File: config.mk
export PLATFORM = sky130hd
export DESIGN_NAME = bitonic_sort_ctrl
export DESIGN_NICKNAME = d
export VERILOG_FILES = /design/src/rtl/hams_pkg.sv /design/src/rtl/hams_batch_buf.sv /design/src/rtl/bitonic_sort_ctrl.sv
export SDC_FILE = /design/constraint.sdc
export NUM_CORES = 1
export LEC_CHECK = 0
export ABC_AREA = 0
export BUFFER_PORTS_ARGS = -buffer_cell sky130_fd_sc_hd__buf_4
export CAP_MARGIN = 40
export CELL_PAD_IN_SITES_DETAIL_PLACEMENT = 1
export CELL_PAD_IN_SITES_GLOBAL_PLACEMENT = 2
export CORE_MARGIN = 2
export CORE_UTILIZATION = 24
export CTS_CLUSTER_DIAMETER = 30
export DETAILED_ROUTE_END_ITERATION = 8
export MAX_ROUTING_LAYER = met4
export PLACE_DENSITY = 0.8
export SLEW_MARGIN = 20
export SYNTH_ARGS = -nofsm -noshare
export SYNTH_HDL_FRONTEND = slang
export SYNTH_SLANG_ARGS = --single-unit
File: constraint.sdc
create_clock -name clk -period 2.84 [get_ports clk]
set_clock_uncertainty 0.15 [all_clocks]
set_input_delay 0.284 -clock clk [delete_from_list [all_inputs] [get_ports clk]]
set_output_delay 0.284 -clock clk [all_outputs]
set_load 0.03 [all_outputs]
File: src/rtl/hams_pkg.sv
// Shared types and constants for the batch sort controller.
// Element type, batch size, pad value and the controller state encoding.
package hams_pkg;

   localparam int NUM_ELEMENTS = 8;
   localparam int PAIR_W       = 32;

   typedef logic [PAIR_W-1:0] pair_t;

   localparam pair_t PAD_VALUE = 32'hFFFF_FFFF;

   typedef enum logic [1:0] {
      ST_FILL   = 2'd0,
      ST_LAUNCH = 2'd1,
      ST_WAIT   = 2'd2,
      ST_DRAIN  = 2'd3
   } sort_ctrl_state_e;

   typedef pair_t [NUM_ELEMENTS-1:0] batch_t;

endpackage

File: src/rtl/hams_batch_buf.sv
// Slot storage for one batch: element writes, tail padding, capture of the
// sorted result, and a parallel read of every slot.
module hams_batch_buf
   import hams_pkg::*;
#(
   parameter int NUM_ELEMENTS = hams_pkg::NUM_ELEMENTS,
   parameter int CNT_W        = $clog2(NUM_ELEMENTS) + 1
) (
   input  logic                     clk,
   input  logic                     rst,
   input  logic                     wr_en_i,
   input  logic [CNT_W-1:0]         wr_idx_i,
   input  pair_t                    wr_data_i,
   input  logic                     pad_en_i,
   input  logic [CNT_W-1:0]         pad_from_i,
   input  logic                     cap_en_i,
   input  pair_t [NUM_ELEMENTS-1:0] cap_data_i,
   output pair_t [NUM_ELEMENTS-1:0] slots_o
);

   pair_t [NUM_ELEMENTS-1:0] slots_q;

   // Write and pad never overlap: padding starts just past the slot being written.
   always_ff @(posedge clk) begin
      if (rst) begin
         slots_q <= '0;
      end else begin
         for (int i = 0; i < NUM_ELEMENTS; i++) begin
            if (cap_en_i) begin
               slots_q[i] <= cap_data_i[i];
            end else if (wr_en_i && (wr_idx_i == CNT_W'(i))) begin
               slots_q[i] <= wr_data_i;
            end else if (pad_en_i && (CNT_W'(i) >= pad_from_i)) begin
               slots_q[i] <= PAD_VALUE;
            end else begin
               slots_q[i] <= slots_q[i];
            end
         end
      end
   end

   assign slots_o = slots_q;

endmodule

File: src/rtl/bitonic_sort_ctrl.sv
// Batches an element stream for an external sorter and streams the result back.
// Optional idle-timeout flush of partial batches: define HAMS_BATCH_TIMEOUT_EN.
module bitonic_sort_ctrl
   import hams_pkg::*;
#(
   parameter int NUM_ELEMENTS   = hams_pkg::NUM_ELEMENTS,
   parameter int TIMEOUT_CYCLES = 16
) (
   input  logic                     clk,
   input  logic                     rst,
   input  logic                     in_valid,
   output logic                     in_ready,
   input  pair_t                    in_data,
   input  logic                     in_last,
   output logic                     srt_in_valid,
   output pair_t [NUM_ELEMENTS-1:0] srt_in_data,
   input  logic                     srt_out_valid,
   input  pair_t [NUM_ELEMENTS-1:0] srt_out_data,
   output logic                     out_valid,
   input  logic                     out_ready,
   output pair_t                    out_data,
   output logic                     out_last,
   output logic                     busy
);

   localparam int CNT_W = $clog2(NUM_ELEMENTS) + 1;
   localparam int IDX_W = $clog2(NUM_ELEMENTS);

   if ((TIMEOUT_CYCLES < 1) || (NUM_ELEMENTS < 2) ||
       ((NUM_ELEMENTS & (NUM_ELEMENTS - 1)) != 0)) begin : g_bad_param
      $error("bitonic_sort_ctrl: NUM_ELEMENTS must be a power of two >= 2 and TIMEOUT_CYCLES >= 1");
   end

   sort_ctrl_state_e         state_q;
   logic [CNT_W-1:0]         cnt_q;
   logic [CNT_W-1:0]         cnt_d;
   logic [CNT_W-1:0]         rd_q;
   logic [CNT_W-1:0]         rd_d;
   logic                     in_ready_q;
   logic                     busy_q;
   logic                     srt_in_valid_q;
   logic                     out_valid_q;
   logic                     out_last_q;
   pair_t                    out_data_q;
   pair_t [NUM_ELEMENTS-1:0] slots_s;
   logic                     beat_acc;
   logic                     full_hit;
   logic                     tmo_hit;
   logic                     launch_go;
   logic                     cap_go;

   assign beat_acc  = in_valid && in_ready_q;
   assign cnt_d     = beat_acc ? (cnt_q + CNT_W'(1)) : cnt_q;
   assign rd_d      = rd_q + CNT_W'(1);
   assign full_hit  = (cnt_d == CNT_W'(NUM_ELEMENTS));
   assign launch_go = (state_q == ST_FILL) && ((beat_acc && (in_last || full_hit)) || tmo_hit);
   assign cap_go    = (state_q == ST_WAIT) && srt_out_valid;

`ifdef HAMS_BATCH_TIMEOUT_EN
   localparam int TMO_W = $clog2(TIMEOUT_CYCLES + 1);

   logic [TMO_W-1:0] tmo_q;

   // The expiry cycle launches even if it also accepts a beat, so that beat rides along.
   assign tmo_hit = (state_q == ST_FILL) && (cnt_q != CNT_W'(0)) &&
                    (tmo_q == TMO_W'(TIMEOUT_CYCLES - 1));

   // Idle counter: runs only while a partial batch sits in FILL.
   always_ff @(posedge clk) begin
      if (rst) begin
         tmo_q <= TMO_W'(0);
      end else if ((state_q != ST_FILL) || (cnt_q == CNT_W'(0)) || beat_acc || tmo_hit) begin
         tmo_q <= TMO_W'(0);
      end else begin
         tmo_q <= tmo_q + TMO_W'(1);
      end
   end
`else
   assign tmo_hit = 1'b0;
`endif

   hams_batch_buf #(
      .NUM_ELEMENTS (NUM_ELEMENTS),
      .CNT_W        (CNT_W)
   ) u_buf (
      .clk        (clk),
      .rst        (rst),
      .wr_en_i    (beat_acc),
      .wr_idx_i   (cnt_q),
      .wr_data_i  (in_data),
      .pad_en_i   (launch_go),
      .pad_from_i (cnt_d),
      .cap_en_i   (cap_go),
      .cap_data_i (srt_out_data),
      .slots_o    (slots_s)
   );

   // Batch FSM with registered handshake outputs.
   always_ff @(posedge clk) begin
      if (rst) begin
         state_q        <= ST_FILL;
         cnt_q          <= CNT_W'(0);
         rd_q           <= CNT_W'(0);
         in_ready_q     <= 1'b1;
         busy_q         <= 1'b0;
         srt_in_valid_q <= 1'b0;
         out_valid_q    <= 1'b0;
         out_last_q     <= 1'b0;
         out_data_q     <= 32'h0000_0000;
      end else begin
         case (state_q)
            ST_FILL: begin
               cnt_q <= cnt_d;
               if (launch_go) begin
                  state_q        <= ST_LAUNCH;
                  in_ready_q     <= 1'b0;
                  busy_q         <= 1'b1;
                  srt_in_valid_q <= 1'b1;
               end
            end
            ST_LAUNCH: begin
               srt_in_valid_q <= 1'b0;
               state_q        <= ST_WAIT;
            end
            ST_WAIT: begin
               if (srt_out_valid) begin
                  state_q     <= ST_DRAIN;
                  rd_q        <= CNT_W'(0);
                  out_valid_q <= 1'b1;
                  out_data_q  <= srt_out_data[0];
                  out_last_q  <= (cnt_q == CNT_W'(1));
               end
            end
            ST_DRAIN: begin
               // Drain is count-based, so padding never reaches the output.
               if (out_ready) begin
                  if (rd_q == (cnt_q - CNT_W'(1))) begin
                     state_q     <= ST_FILL;
                     cnt_q       <= CNT_W'(0);
                     rd_q        <= CNT_W'(0);
                     out_valid_q <= 1'b0;
                     out_last_q  <= 1'b0;
                     in_ready_q  <= 1'b1;
                     busy_q      <= 1'b0;
                  end else begin
                     rd_q       <= rd_d;
                     out_data_q <= slots_s[rd_d[IDX_W-1:0]];
                     out_last_q <= (rd_d == (cnt_q - CNT_W'(1)));
                  end
               end
            end
            default: begin
               state_q        <= ST_FILL;
               cnt_q          <= CNT_W'(0);
               rd_q           <= CNT_W'(0);
               in_ready_q     <= 1'b1;
               busy_q         <= 1'b0;
               srt_in_valid_q <= 1'b0;
               out_valid_q    <= 1'b0;
               out_last_q     <= 1'b0;
            end
         endcase
      end
   end

   assign in_ready     = in_ready_q;
   assign busy         = busy_q;
   assign srt_in_valid = srt_in_valid_q;
   assign srt_in_data  = slots_s;
   assign out_valid    = out_valid_q;
   assign out_last     = out_last_q;
   assign out_data     = out_data_q;

endmodule

==> flow_summary.yaml <==
outcome:
  status: "completed"
logic_synthesis:
  synth_top_area_cell: "sky130_fd_sc_hd__dfxtp_1"
  cell_area_after_synthesis_um2: 15200
  synth-seq-cells: 303
  seq_total_area_yosys: 0.399
  async_reset_ff_frac: 0
  synth_cell_type_count: 56
  syn_inst: 1661
  post_synthesis_net_count: 1965
  synth_enable_flop_cells: 0
  avgSynthCellArea_um2: 9.16
  synth_top_flop_cell: "sky130_fd_sc_hd__dfxtp_1"
  synth_top_area_share: 0.399
  synth-warning-count: 0
  synthTopCellsByArea: "sky130_fd_sc_hd__dfxtp_1 40%, sky130_fd_sc_hd__o22ai_1 10%, sky130_fd_sc_hd__mux4_2 9.5%"
power_and_ir_drop:
  clock_power_share: 0.360
  leakage_nw: 11.3
  total_power_mw: 29.7
  p_int_mw: 17.8
  power_density_nw_per_um2: 1100
  share_of_power_burned_in_registers: 0.241
  switching_share: 0.399
  irDropWorstVdd_uv: 565
  comb_power_share: 0.399
  power_switching_mw: 11.8
timing:
  slew_headroom: 0.539
  setup_viol_count_final: 0
  rsz0062_at_grt: "false"
  slew_violations: 0
  fmax_mhz: 355
  tightest_slew_ns: 0.689
  final_period_minus_worst_setup_slack_ns: 2.81
  final_min_period_over_clock_period: 0.991
  finalHoldViolCount: 0
  totalNegativeSetupSlack_ns: 0
detailed_routing:
  drc_errors: 0
  postRouteAntennaNets: 0
  drt-pass1-iter-count: 5
  via_per_instance_ratio: 5.38
  drt-total-wl_mm: 90.8
  vias: 18500
  drt_iter0_drc: 1174
  drt-wirelength-per-cell_um: 26.3
die:
  die_y_um: 256
  core_area_um2: 62900
  die_extent_in_x_um: 256
  floorplan.initialDensity: 0.242
  io_pins: 587
  design.die.area_um2: 65400
  core.rowCount: 92
clocking:
  clock_tree_from_tritoncts: "yes"
  cts_buffer_depth: 3
  clk-insertion-delay-late_ns: 0.63
  cts.htree.levels: 3
  cts_inserted_buffers: 95
  cts.sink_count: 303
  ctsRootBufferMaster: "sky130_fd_sc_hd__clkbuf_16"
  post_cts_buffers: 0
  worst_setup_hold_path_clk_slew_ns: 0.05
global_route:
  grt.overflow.total: 0
  grt_use_total: 0.277
  grt_pass1_vias: 20500
  antenna_violations_before_repair: 6
  global_route_wire_length_before_repair_mm: 134
  grt_max_degree: 97
cells_and_area:
  layout_area_overhead_pct: 76.7
  post_route_cells_drive_above_1_share: 0.374
  final_net_count: 2819
  post-route-util: 0.428
place:
  detailedPlacementHpwl_mm: 58.5
  gpl.final_weighted_congestion: 0.911
  port-buffer-count: 586
worst_setup_path:
  critPathCaptureType: "flop"
  critical_path_arrival_ns: 3.23
  timing_worst_setup_path_type: "reg -> reg"
  reg2reg_slack_ns: 0.03
  critPathMaxFanout: 13
  critPathRequiredTime_ns: 3.26
  worst_setup_path_start_kind: "flop"
job:
  maxCapViolCount: 0
worst_hold_path:
  min-delay-path-class: "in -> reg"
[worst paths after layout]
path / startpoint / to / cells past startpoint
worst max register to register: in_ready$_SDFFE_PP1P_ / u_buf.slots_o[229]$_SDFFE_PP0P_ / 8
worst min-delay path: in_valid / srt_in_valid$_SDFFE_PP0P_ / 4
worst min register to register: out_data[28]$_SDFFE_PP0P_ / out_data[28]$_SDFFE_PP0P_ / 1
worst max-delay path: in_ready$_SDFFE_PP1P_ / u_buf.slots_o[229]$_SDFFE_PP0P_ / 8
[repair_timing]
action	4_1_cts	5_1_grt
endpoints found under the setup margin	0	8
hold endpoints to repair	300	0
hold buffers	291	0
resized for setup	0	3
[cell type report]
type | instances | area, um2
Clock inverter | 47 | 504
Multi-Input combinational cell | 1133 | 8240
Sequential cell | 303 | 6070
Clock buffer | 129 | 2770
Timing Repair Buffer | 944 | 8080
Tap cell | 846 | 1060
Fill cell | 7065 | 36000
Antenna cell | 6 | 15.0
Inverter | 38 | 143
[placed cells by master (no fill, tap or decap), types with 11 or more instances in the layout]
master	netlist	final
sky130_fd_sc_hd__a211oi_1	36	36
sky130_fd_sc_hd__clkbuf_16	0	98
sky130_fd_sc_hd__nand3_1	15	14
sky130_fd_sc_hd__inv_1	38	38
sky130_fd_sc_hd__clkinv_2	0	30
sky130_fd_sc_hd__a31o_2	26	26
sky130_fd_sc_hd__clkbuf_1	116	11
sky130_fd_sc_hd__buf_12	0	20
sky130_fd_sc_hd__a211oi_2	30	30
sky130_fd_sc_hd__dlygate4sd3_1	0	291
sky130_fd_sc_hd__o2bb2ai_1	32	32
sky130_fd_sc_hd__nand2_1	54	45
sky130_fd_sc_hd__o22ai_1	252	252
sky130_fd_sc_hd__nor2_1	269	269
sky130_fd_sc_hd__mux4_2	64	64
sky130_fd_sc_hd__o21a_1	192	192
sky130_fd_sc_hd__nand2b_1	66	66
sky130_fd_sc_hd__clkbuf_8	0	20
sky130_fd_sc_hd__buf_4	12	631
sky130_fd_sc_hd__a21oi_1	12	12
sky130_fd_sc_hd__dfxtp_1	303	300
[sequential cells by signal, summed over array words and instances (netlist names)]
signal and flops:
busy 1, cnt_q 4, in_ready 1, out_data 32, out_last 1, out_valid 1, rd_q 4, srt_in_valid 1
state_q 2, u_buf.slots_o 256
[metrics by stage]
| stage | setup WS [ns] | std cells | area (um2) | hold slack [ns] |
|---|---|---|---|---|
| final | 0.0263 | 3446 | 26900 | 0.0974 |
| after global routing | 0.0110 | 3446 | 26900 | 0.113 |
| after CTS | 0.0195 | 3440 | 26900 | 0.0329 |
| after detailed placement | 0.325 | 2973 | 20700 | 0.303 |
| after global placement | 0.329 | 2973 | 20700 | 0.298 |
| after floorplan | 0.579 | 1661 | 15200 | 0.297 |
[routing by layer]
| layer | vias up | wire length [um] | track usage |
|---|---|---|---|
| met2 | 952 | 44400 | 0.464 |
| met1 | 9323 | 34800 | 0.302 |
| met4 | 0 | 5290 | 0.160 |
| met5 | - | 0 | - |
| met3 | 333 | 6330 | 0.0633 |
| li1 | 7926 | - | - |
[worst max-delay path: stages (launching register included)]
cell                            delay, ns
sky130_fd_sc_hd__dfxtp_2             0.42
sky130_fd_sc_hd__and2_1              0.25
sky130_fd_sc_hd__buf_4               0.18
sky130_fd_sc_hd__nand3_1             0.20
sky130_fd_sc_hd__o31ai_4             0.27
sky130_fd_sc_hd__buf_6               0.26
sky130_fd_sc_hd__o22ai_1             0.13
sky130_fd_sc_hd__a211oi_1            0.30
sky130_fd_sc_hd__dlygate4sd3_1       0.61
[cells in the mapped netlist (all sizes together) (4+ instances only)]
cell type,count
nor2,269
nand3,15
a21oi,13
a31o,32
inv,38
o21ai,8
clkbuf,117
o211ai,8
o2bb2ai,32
a31oi,4
and3,4
xor2,6
buf,70
nand2,54
ha,10
mux4,64
nand2b,66
xnor2,7
a211oi,66
dfxtp,303
o21a,192
o22ai,252
[kinds of logic after synthesis]
group	share of synthesized area
AO/OA/AOI/OAI	0.301
XOR/XNOR	0.00897
adder cells (fa/ha/maj)	0.00823
buffers and inverters	0.0660
flip-flops	0.399
multiplexers	0.0954
AND/OR/NAND/NOR	0.122
[power groups by stage]
stage / Clock (mW) / Combinational (mW) / Sequential, mW
after floorplan: 0 / 3.79 / 9.40
after global placement: 0 / 11.1 / 7.05
after detailed placement: 0 / 11.3 / 7.11
after CTS: 10.8 / 11.7 / 7.07
after global routing: 11.1 / 12.3 / 7.29
final: 10.7 / 11.8 / 7.14
No activity file was read; power rests on OpenSTA's default activity.
